**config.mk**
```make
export PLATFORM = sky130hd
export DESIGN_NAME = uart_tx_arbiter_flat
export DESIGN_NICKNAME = d
export VERILOG_FILES = /design/src/rtl/uart_tx_arbiter_if.sv /design/src/rtl/uart_tx_arbiter.sv /design/src/flat_wrapper.sv
export SDC_FILE = /design/constraint.sdc
export NUM_CORES = 1
export LEC_CHECK = 0
export ABC_AREA = 1
export ABC_CLOCK_PERIOD_IN_PS = 1650
export CELL_PAD_IN_SITES_DETAIL_PLACEMENT = 0
export CELL_PAD_IN_SITES_GLOBAL_PLACEMENT = 1
export CORE_ASPECT_RATIO = 1.2
export CORE_MARGIN = 2
export CORE_UTILIZATION = 35
export CTS_CLUSTER_SIZE = 28
export DETAILED_ROUTE_END_ITERATION = 10
export PLACE_DENSITY_LB_ADDON = 0.1
export SLEW_MARGIN = 20
export SYNTH_ARGS = -nofsm -noshare
export SYNTH_HDL_FRONTEND = slang
export SYNTH_SLANG_ARGS = --single-unit
export TNS_END_PERCENT = 10
```
**constraint.sdc**
```tcl
create_clock -name clk -period 1.65 [get_ports clk]
set_input_delay 0.2475 -clock clk [delete_from_list [all_inputs] [get_ports clk]]
set_output_delay 0.2475 -clock clk [all_outputs]
set_load 0.01 [all_outputs]
```
**src/rtl/uart_tx_arbiter_if.sv**
```systemverilog
`default_nettype none
// ============================================================================
// Module  : uart_tx_arbiter_if
// Brief   : Requester byte handshakes, uart_tx_ctrl send/ready pair and status.
// Rev     : 1.0  initial release
// ============================================================================
interface uart_tx_arbiter_if #(
    parameter int DATA_W = 8
);
    logic              req0_valid;
    logic [DATA_W-1:0] req0_data;
    logic              req0_ready;
    logic              req1_valid;
    logic [DATA_W-1:0] req1_data;
    logic              req1_ready;
    logic              tx_send;
    logic [DATA_W-1:0] tx_data;
    logic              tx_ready;
    logic              grant_id;
    logic              busy;
    logic [15:0]       sent_count;
    logic              timeout_err;

    // Arbiter side
    modport slave (
        input  req0_valid, req0_data, req1_valid, req1_data, tx_ready,
        output req0_ready, req1_ready, tx_send, tx_data, grant_id, busy,
               sent_count, timeout_err
    );

    // Requester / UART / observer side
    modport master (
        output req0_valid, req0_data, req1_valid, req1_data, tx_ready,
        input  req0_ready, req1_ready, tx_send, tx_data, grant_id, busy,
               sent_count, timeout_err
    );
endinterface
`default_nettype wire

```
**src/rtl/uart_tx_arbiter.sv**
```systemverilog
`default_nettype none
// ============================================================================
// Module  : uart_tx_arbiter
// Brief   : Round-robin sharing of one uart_tx_ctrl between two byte requesters.
// Rev     : 1.0  initial release
// ============================================================================
module uart_tx_arbiter #(
    parameter int DATA_W       = 8,
    parameter int BUSY_TIMEOUT = 1023
) (
    input  wire logic        clk,
    input  wire logic        btnC_clr,
    uart_tx_arbiter_if.slave bus
);
    localparam int                 c_TMR_W    = (BUSY_TIMEOUT > 1) ? $clog2(BUSY_TIMEOUT) : 1;
    localparam logic [c_TMR_W-1:0] c_TMR_LAST = c_TMR_W'(BUSY_TIMEOUT - 1);

    typedef enum logic [1:0] {
        S_IDLE      = 2'd0,
        S_SEND      = 2'd1,
        S_WAIT_BUSY = 2'd2,
        S_WAIT_DONE = 2'd3
    } state_t;

    state_t             r_state;
    logic [DATA_W-1:0]  r_tx_data;
    logic               r_grant_id;
    logic               r_last_grant;
    logic               r_timeout_err;
    logic [15:0]        r_sent_count;
    logic [c_TMR_W-1:0] r_timer;

    logic               w_win_valid;
    logic               w_win_id;
    logic [DATA_W-1:0]  w_win_data;

    // On a tie the requester that did not own the last transfer wins.
    always_comb begin
        w_win_valid = 1'b0;
        w_win_id    = 1'b0;
        if (r_state == S_IDLE) begin
            if (bus.req0_valid && bus.req1_valid) begin
                w_win_valid = 1'b1;
                w_win_id    = ~r_last_grant;
            end else if (bus.req0_valid) begin
                w_win_valid = 1'b1;
                w_win_id    = 1'b0;
            end else if (bus.req1_valid) begin
                w_win_valid = 1'b1;
                w_win_id    = 1'b1;
            end
        end
    end

    assign w_win_data      = w_win_id ? bus.req1_data : bus.req0_data;
    assign bus.req0_ready  = w_win_valid && !w_win_id;
    assign bus.req1_ready  = w_win_valid &&  w_win_id;
    assign bus.tx_send     = (r_state == S_SEND) && bus.tx_ready;
    assign bus.tx_data     = r_tx_data;
    assign bus.grant_id    = r_grant_id;
    assign bus.busy        = (r_state != S_IDLE);
    assign bus.sent_count  = r_sent_count;
    assign bus.timeout_err = r_timeout_err;

    always_ff @(posedge clk or posedge btnC_clr) begin
        if (btnC_clr) begin
            r_state       <= S_IDLE;
            r_tx_data     <= '0;
            r_grant_id    <= 1'b0;
            r_last_grant  <= 1'b1;
            r_timeout_err <= 1'b0;
            r_sent_count  <= 16'd0;
            r_timer       <= '0;
        end else begin
            case (r_state)
                S_IDLE: begin
                    if (w_win_valid) begin
                        r_tx_data  <= w_win_data;
                        r_grant_id <= w_win_id;
                        r_state    <= S_SEND;
                    end
                end
                S_SEND: begin
                    if (bus.tx_ready) begin
                        r_timer <= '0;
                        r_state <= S_WAIT_BUSY;
                    end
                end
                S_WAIT_BUSY: begin
                    // A UART that never acknowledges the strobe must not lock up the arbiter.
                    if (!bus.tx_ready) begin
                        r_state <= S_WAIT_DONE;
                    end else if (r_timer == c_TMR_LAST) begin
                        r_timeout_err <= 1'b1;
                        r_last_grant  <= r_grant_id;
                        r_state       <= S_IDLE;
                    end else begin
                        r_timer <= r_timer + 1'b1;
                    end
                end
                S_WAIT_DONE: begin
                    if (bus.tx_ready) begin
                        r_sent_count <= r_sent_count + 16'd1;
                        r_last_grant <= r_grant_id;
                        r_state      <= S_IDLE;
                    end
                end
                default: r_state <= S_IDLE;
            endcase
        end
    end
endmodule
`default_nettype wire

```
**src/flat_wrapper.sv**
```systemverilog
// flat-port wrapper written by rule: the top's interface ports become plain ports
module uart_tx_arbiter_flat 
#(
    parameter int DATA_W       = 8,
    parameter int BUSY_TIMEOUT = 1023
)
  (clk, btnC_clr, bus_req0_valid, bus_req0_data, bus_req1_valid, bus_req1_data, bus_tx_ready, bus_req0_ready, bus_req1_ready, bus_tx_send, bus_tx_data, bus_grant_id, bus_busy, bus_sent_count, bus_timeout_err);
  uart_tx_arbiter_if #(.DATA_W(DATA_W)) bus_i ();
  input  wire logic clk;
  input  wire logic btnC_clr;
  input wire logic [$bits(bus_i.req0_valid)-1:0] bus_req0_valid;
  input wire logic [$bits(bus_i.req0_data)-1:0] bus_req0_data;
  input wire logic [$bits(bus_i.req1_valid)-1:0] bus_req1_valid;
  input wire logic [$bits(bus_i.req1_data)-1:0] bus_req1_data;
  input wire logic [$bits(bus_i.tx_ready)-1:0] bus_tx_ready;
  output wire logic [$bits(bus_i.req0_ready)-1:0] bus_req0_ready;
  output wire logic [$bits(bus_i.req1_ready)-1:0] bus_req1_ready;
  output wire logic [$bits(bus_i.tx_send)-1:0] bus_tx_send;
  output wire logic [$bits(bus_i.tx_data)-1:0] bus_tx_data;
  output wire logic [$bits(bus_i.grant_id)-1:0] bus_grant_id;
  output wire logic [$bits(bus_i.busy)-1:0] bus_busy;
  output wire logic [$bits(bus_i.sent_count)-1:0] bus_sent_count;
  output wire logic [$bits(bus_i.timeout_err)-1:0] bus_timeout_err;
  assign bus_i.req0_valid = bus_req0_valid;
  assign bus_i.req0_data = bus_req0_data;
  assign bus_i.req1_valid = bus_req1_valid;
  assign bus_i.req1_data = bus_req1_data;
  assign bus_i.tx_ready = bus_tx_ready;
  assign bus_req0_ready = bus_i.req0_ready;
  assign bus_req1_ready = bus_i.req1_ready;
  assign bus_tx_send = bus_i.tx_send;
  assign bus_tx_data = bus_i.tx_data;
  assign bus_grant_id = bus_i.grant_id;
  assign bus_busy = bus_i.busy;
  assign bus_sent_count = bus_i.sent_count;
  assign bus_timeout_err = bus_i.timeout_err;
  uart_tx_arbiter #(.DATA_W(DATA_W), .BUSY_TIMEOUT(BUSY_TIMEOUT)) u_core (.clk(clk), .btnC_clr(btnC_clr), .bus(bus_i));
endmodule
```
# Word-level counts from Yosys, hierarchy flattened
# Index checks and enable logic that the tools add are counted.
classes:
  n_addsub: 2
  n_eq_ne: 11
  n_mux: 22
  n_bitwise: 1
  n_reduce_logical: 15
ops:
  columns: ["cell", "n"]
  rows:
  - ["10-bit 2-to-1 mux", 3]
  - ["10-bit one-hot mux with 2 select lines", 1]
  - ["16-bit by 1-bit adder with 16-bit output, second input constant", 1]
  - ["4-bit AND reduction", 3]
  - ["10-bit by 1-bit adder with 10-bit output, second input constant", 1]
  - ["10-bit equality test, second input constant", 1]
  - ["1-bit 2-to-1 mux", 10]
  - ["2-bit 2-to-1 mux", 5]
  - ["8-bit 2-to-1 mux", 1]
  - ["2-bit inequality test, second input constant", 4]
  - ["2-bit one-hot mux with 4 select lines", 1]
  - ["2-bit nonzero test", 3]
  - ["2-bit equality test, second input constant", 2]
  - ["1-bit logical AND", 4]
  - ["2-bit by 1-bit inequality test with 1-bit output, second input constant", 2]
  - ["2-bit AND reduction", 2]
  - ["3-bit by 2-bit inequality test with 1-bit output, second input constant", 1]
  - ["3-bit AND reduction", 1]
  - ["2-bit by 1-bit equality test with 1-bit output, second input constant", 1]
  - ["2-bit zero test", 1]
  - ["1-bit one-hot mux with 2 select lines", 1]
  - ["1-bit zero test", 1]
  - ["1-bit inverter", 1]
totals:
  word_cells: 58
  output_inout_bits: 30
  regBits: 39
  input_bits: 21

# Longest topological paths before layout
# Gate-level depths: netlist of run 1.
logic_depth:
  ltp_word: 6
  ltp_mapped: 9
  ltp_nobuf: 9

# Worst setup path before layout of run 1
# Ideal clock, no wire load.
synth_timing:
  path_type: "register to register"
  startpoint: "register u_core.r_timer[0]"
  endpoint: "register u_core.r_state[0]"
  n_path_buf: 1
  t_required_ns: 1.573
  path_stages_with_launch: 10
  setup_ns: 0.077
  period_less_slack_ns: 1.291
  path_slack_ns: 0.359
  arrival_ns: 1.213
  cell_sequence: "dfrtp_1 -> inv_1 -> ha_1 -> nand2_1 -> nor2_1 -> nand2_1 -> nand2_2 -> buf_6 -> nand2_1 -> a21oi_1"
synth_via:
  elab_chain_cells: 3
synth_lines:
  columns: ["element", "line", "text"]
  rows:
  - ["start: declaration", "uart_tx_arbiter.sv:31", "logic [c_TMR_W-1:0] r_timer;"]
  - ["start signal: assignment", "uart_tx_arbiter.sv:98", "r_timer <= r_timer + 1'b1;"]
  - ["10-bit equality test", "uart_tx_arbiter.sv:93", "end else if (r_timer == c_TMR_LAST) begin"]
  - ["3-bit by 2-bit inequality test with 1-bit output (no line)", null, null]
  - ["4-bit AND reduction (no line)", null, null]
  - ["end signal: assignment", "uart_tx_arbiter.sv:92", "r_state <= S_WAIT_DONE;"]
  - ["end signal: assignment", "uart_tx_arbiter.sv:96", "r_state <= S_IDLE;"]
  - ["end signal: assignment", "uart_tx_arbiter.sv:105", "r_state <= S_IDLE;"]
  - ["end: declaration", "uart_tx_arbiter.sv:25", "state_t r_state;"]
# Every way passes these cells.
# A chain may end at the register's enable or synchronous reset.

# Worst setup path after layout of run 1
layout_timing:
  startpoint: "register u_core.r_state[1]"
  endpoint: "output bus_req1_ready"
layout_via:
  elab_chain_cells: 3
  elab_cells_between_ends: 4
  classes_between: "2 x mux; 2 x reduce/logical"
layout_lines:
  columns: ["element", "line", "text"]
  rows:
  - ["start signal: assignment", "uart_tx_arbiter.sv:67", "r_state <= S_IDLE;"]
  - ["start signal: assignment", "uart_tx_arbiter.sv:80", "r_state <= S_SEND;"]
  - ["start signal: assignment", "uart_tx_arbiter.sv:86", "r_state <= S_WAIT_BUSY;"]
  - ["2-bit zero test *", "uart_tx_arbiter.sv:41", "if (r_state == S_IDLE) begin"]
  - ["1-bit 2-to-1 mux", "uart_tx_arbiter.sv:41", null]
  - ["1-bit logical AND *", "uart_tx_arbiter.sv:57", "assign bus.req1_ready = w_win_valid && w_win_id;"]
  - ["end: declaration", "flat_wrapper.sv:17", "output wire logic [$bits(bus_i.req1_ready)-1:0] bus_req1_ready;"]
# Mark *: on every way between the ends. The rest lies on a longest branch, timed or not.

==> flow_summary.ini, run 1 <==
[global_route]
grt_overflow = 0
grt_pass1_vias = 1685
grt_max_degree = 22
antenna_found_initial = 0
grt_use_met3_pct = 4.75
use_met2_pct = 26.1
met1_usage_pct = 18.7
grt_pass1_wl_mm = 7.61
busiest_layer = met2
grt_usage_pct = 15.5

[die]
fp.dieW_um = 73.5
placementRows = 30
die-area_um2 = 6420
core_region_area_um2 = 5630
pin_count = 51
die_height_um = 87.4
start_util_pct = 36.0

[timing]
clock_skew_ns = 0.00595
final-max-slew-violation-count = 0
relSlewSlack_pct = 78.6
fmax_mhz = 633
tightest_slew_ns = 0.320
period_share_pct = 95.7
worst_slack_ns = 0.0704
tns_ns = 0
setup_viol = 0
finalHoldViolations = 0
fin_crit_ns = 1.58
rsz0062_at_grt = false

[clock_network]
cts_hold_buf = 0
cts_buffers = 5
clock_path_buffers = 2
cts.clk_slew.worst_paths_ns = 0.08
htree_num_levels = 2
cts_sinks = 39
clock_latency_ns = 0.29
cts_tree = done
cts_root_buf = clkbuf_8

[cells_and_area]
layout-drive-gt1-share_pct = 14.3
antenna_cells_inserted = 0
n_fill_cell = 551
area_delta_synth_final_pct = 40.0
fin_util_pct = 50.4
layout.nets = 344
final_common_cell = nand2_1
fin_cells = 385
layout_common_cells = 81 x nand2_1, 46 x clkdlybuf4s50_1, 38 x dfrtp_1

[detailed_routing]
drt-pass1-iter-count = 4
antenna_left = 0
drt-wirelength-per-cell_um = 12.1
vias = 1754
wl_mm = 4.68
dr.first_iter.drc_count = 73
drc = 0
vias_per_cell = 4.56

[yosys]
synthXorXnorAreaFrac_pct = 6.05
ys_ff_latch = 39
synth_top_area_share_pct = 46.9
synth_cell_type_count = 26
synth_edf_count = 0
synth_compound_area_share_pct = 3.33
synth_top_family_by_area = simple AND/OR/NAND/NOR gates
ys_async_sr_fraction_pct = 100
synthFlopType = dfrtp_1
synth_top_cells_by_area = dfrtp_1 47%, nand2_1 15%, nand3_1 8.1%
seq_area_frac_synth_pct = 48.2
syn_area_um2 = 2030
avgSynthCellArea_um2 = 8.11
yosys_warnings = 0
synth_nets = 274
yosys.area_share.adder_pct = 1.85
yosysTopAreaCell = dfrtp_1
synth-simple-area-share_pct = 34.4
synth.area.mux_share_pct = 0.556
synth_cells = 250

[placed_design]
gp_congestion = 0.731
pre_cts_ws_ns = -0.245
place_hpwl_mm = 3.52
dp.cells = 377
io_buffers = 50

[worst_setup_path]
cp-start-kind = flop
path_cells = nor2_4 > nand3_2 > inv_2 > dlygate4sd2_1
r2r_cells = 10
crit_path_end_kind = output pin
regToRegSetupSlack_ns = 0.13
crit_type = reg -> out
reg2reg_from = u_core.r_timer[0]$_DFFE_PP0P_
r2r_end = u_core.r_state[1]$_DFFE_PP0P_
cpMaxStageDelayCell = dfrtp_1
critPathArrivalTime_ns = 1.33
path_max_fanout = 3
critPathMaxStageDelay_ns = 0.42
cp.required_ns = 1.40

[power]
finalPower_uw = 3540
power.leakage_uw = 0.00134
p_per_area_nw_per_um2 = 1250
vdd_ir_drop_max_v = 0.000563

[status]
status = complete, no violations

[job]
maxCapViolCount = 0

[worst_hold_path]
min_path_type = in -> async
==> cells in the mapped netlist, types with 4 or more instances <==
library cell / count
xor2_1: 9
nand4_1: 4
nor2_4: 4
nand3_1: 33
nor2_1: 21
dfrtp_1: 38
inv_1: 23
o21ai_1: 6
nand2_1: 82
xnor2_1: 5
==> per-layer routing <==
layer  routed length (um)  share of wire, %
met3                  210               4.5
met1                 2150                46
met5                    0                 0
met2                 2280                49
met4                   32              0.68
==> layout make-up <==
class	count	area, um2	area share (%)
Tap cell	64	80.1	2.82
Timing Repair Buffer	66	613	21.6
Sequential cell	39	977	34.4
Clock buffer	6	82.6	2.91
Clock inverter	2	35.0	1.23
Multi-Input combinational cell	183	956	33.7
Inverter	25	93.8	3.31
==> state kept, by name, indices dropped and copies added (netlist names) <==
register and cells:
u_core.bus.timeout_err 1, u_core.bus.grant_id 1, u_core.bus.sent_count 16, u_core.r_state 2
u_core.r_timer 10, u_core.r_last_grant 1, u_core.bus.tx_data 8
==> report_power, final <==
part / internal, uW / leakage (uW) / switching [uW]
Clock: 490 / 0.0000612 / 339
Combinational: 687 / 0.000778 / 672
Sequential: 1180 / 0.000501 / 177
==> cells by family (layout without fill, tap and decap cells) <==
group,count (synthesis),after routing
buf+inv,28,99
mux,1,1
compound gates,11,11
simple gates,154,154
xor+xnor,14,14
flops,39,39
fa+ha+maj,3,3
==> through the flow <==
stage | hold WS [ns] | instance area, um2
after global placement | 0.476 | 2710
after global routing | 0.308 | 2840
final | 0.292 | 2840
after floorplan | 0.329 | 2030
after CTS | 0.295 | 2830
after detailed placement | 0.470 | 2710
==> repair_timing <==
item	4_1_cts	5_1_grt
pin swaps	0	1
endpoints found under the setup margin	4	8
gates cloned	0	0
buffers inserted	0	0
endpoints found under the hold margin	0	0
resized for setup	8	4
==> worst max path at each step <==
stage,cells past startpoint,endpoint,slack [ns],from
floorplan,9,u_core.r_state[0]$_DFFE_PP0P_,0.36,u_core.r_timer[0]$_DFFE_PP0P_
global placement,6,bus_req0_ready,-0.23,bus_req0_valid
detailed placement,6,bus_req0_ready,-0.25,bus_req0_valid
CTS,5,bus_req0_ready,0.01,u_core.r_last_grant$_DFFE_PP1P_
global route,4,bus_req1_ready,0.001,u_core.r_state[1]$_DFFE_PP0P_
finish,4,bus_req1_ready,0.07,u_core.r_state[1]$_DFFE_PP0P_
==> critical path, delay by kind of cell, from the launching register on <==
kind | cells | cell delay, ns
buf+inv | 2 | 0.37
flops | 1 | 0.42
simple gates | 2 | 0.26
No activity file was read; power rests on OpenSTA's default activity.
==> run 2, diff against run 1 <==
Settings changed: CORE_ASPECT_RATIO 1.2 to 2, CTS_CLUSTER_DIAMETER set to 30.
==> run 2 against run 1 <==
  * Worst hold slack improved by 0.037 ns
  * Register-to-register slack improved by 0.02 ns
  * Die area increased by 0.53%
  * Clock skew is 0.0028 ns lower
  * Fmax is 0.23% higher
  * Design area up 1.1%
  * Clock power grew 11%
  * Global-route usage rose by 1.7 points
  * Count of clock-buffer cells in the layout up 1
  * Largest power group is now combinational logic
==> flow_summary.ini, run 2 (synthesized netlist as in run 1, its figures left out) <==
[status]
status = complete, no violations

[die]
core_region_area_um2 = 5660
pin_count = 51
placementRows = 39
die-area_um2 = 6450
die_height_um = 112
start_util_pct = 35.8
fp.dieW_um = 57.8

[clock_network]
cts.clk_slew.worst_paths_ns = 0.06
clock_latency_ns = 0.28
cts_sinks = 39
cts_tree = done
cts_root_buf = clkbuf_16
clock_path_buffers = 2
cts_hold_buf = 0
postCtsSetupBuffers = 0
htree_num_levels = 2
cts_buffers = 5

[detailed_routing]
dr.first_iter.drc_count = 51
antenna_left = 0
drt-wirelength-per-cell_um = 13.3
drt-pass1-iter-count = 5
drc = 0
wl_mm = 5.11
vias_per_cell = 4.85
vias = 1856

[cells_and_area]
n_fill_cell = 568
layout_common_cells = 82 x nand2_1, 46 x clkdlybuf4s50_1, 38 x dfrtp_1
final_common_cell = nand2_1
area_delta_synth_final_pct = 41.5
largest_reg_flops = 16
postLayoutCellArea_um2 = 2870
fin_util_pct = 50.7
layout.nets = 345
layout-drive-gt1-share_pct = 13.0
fin_cells = 383
antenna_cells_inserted = 0

[worst_setup_path]
critPathArrivalTime_ns = 1.33
crit_path_end_kind = output pin
r2r_end = u_core.r_state[1]$_DFFE_PP0P_
crit_type = reg -> out
reg2reg_from = u_core.r_timer[0]$_DFFE_PP0P_
r2r_cells = 10
cp.required_ns = 1.40
path_max_fanout = 3
regToRegSetupSlack_ns = 0.15
cp-start-kind = flop

[timing]
timing.hold.ws_ns = 0.328
clock_skew_ns = 0.00310
tightest_slew_ns = 0.359
fin_crit_ns = 1.58
relSlewSlack_pct = 76.0
rsz0062_at_grt = false
final-max-slew-violation-count = 0
fmax_mhz = 635
period_share_pct = 95.5
setup_viol = 0
finalHoldViolations = 0

[power]
power.leakage_uw = 0.00136
clock_power_share_pct = 25.3
p_int_uw = 2440
seq_power_share_pct = 36.8
combPwrFrac_pct = 37.9
swShare_pct = 33.0
p_per_area_nw_per_um2 = 1270
netSwitchingPower_uw = 1200
vdd_ir_drop_max_v = 0.000761

[global_route]
grt_pass1_vias = 1852
grt_pass1_wl_mm = 8.57
grt_usage_pct = 17.2
grt_max_degree = 40
grt_overflow = 0
antenna_found_initial = 0

[placed_design]
dp.cells = 375
placed_cell_area_um2 = 2720
gp_congestion = 0.779
io_buffers = 50
place_hpwl_mm = 3.93

[worst_hold_path]
min_path_type = in -> async

[job]
maxCapViolCount = 0
==> run 2: layout make-up <==
class	count	area, um2	share of cell area, %
sequential	39	977	34.1
multi-input combinational	183	946	33.0
timing repair buffer	67	637	22.2
clock buffer	7	133	4.62
inverter	25	93.8	3.27
tap	61	76.3	2.66
clock inverter	1	5.00	0.175
==> run 2: how the worst max path moves through the flow <==
stage,startpoint,to,cells after the start
3_5_place_dp,bus_req0_valid,bus_req0_ready,6
6_report,u_core.r_last_grant$_DFFE_PP1P_,bus_req0_ready,5
3_3_place_gp,bus_req0_valid,bus_req0_ready,6
2_1_floorplan,u_core.r_timer[0]$_DFFE_PP0P_,u_core.r_state[0]$_DFFE_PP0P_,9
5_1_grt,u_core.r_timer[0]$_DFFE_PP0P_,u_core.r_timer[4]$_DFFE_PP0P_,9
4_1_cts,u_core.r_state[0]$_DFFE_PP0P_,bus_req0_ready,6
==> run 2: power by group through the flow <==
stage          Sequential, uW  Combinational (uW)  Clock, uW
2_1_floorplan            1440                 548          0
3_3_place_gp             1350                1410          0
3_5_place_dp             1350                1420          0
4_1_cts                  1340                1400        954
5_1_grt                  1370                1520        981
6_report                 1340                1380        922
==> run 2: worst max-delay path, stage by stage, from the launching register on <==
cell and delay [ns]:
dfstp_2 0.53, nand2_1 0.06, nand3_2 0.09, inv_2 0.06, nor2_4 0.08, clkdlybuf4s15_1 0.23
==> run 2: through the flow <==
stage / setup WS [ns] / TNS (ns) / total power [uW]
detailed placement: -0.230 / -0.495 / 2770
floorplan: 0.359 / 0 / 1980
global placement: -0.210 / -0.392 / 2770
CTS: 0.0134 / 0 / 3700
global route: 0.00839 / 0 / 3870
finish: 0.0740 / 0 / 3640
==> run 2: timing repair <==
item	4_1_cts	5_1_grt
endpoints found under the setup margin	4	5
gates resized for setup	5	2
gates cloned	0	0
==> run 2: routing by layer <==
layer  vias to the layer above  wire length [um]  GRT usage (%)
met3                        11               130           2.21
met2                        37              2940           32.9
met1                       880              1890           16.9
li1                        928                 -              -
met5                         -                 0              0
met4                         0               152           8.84
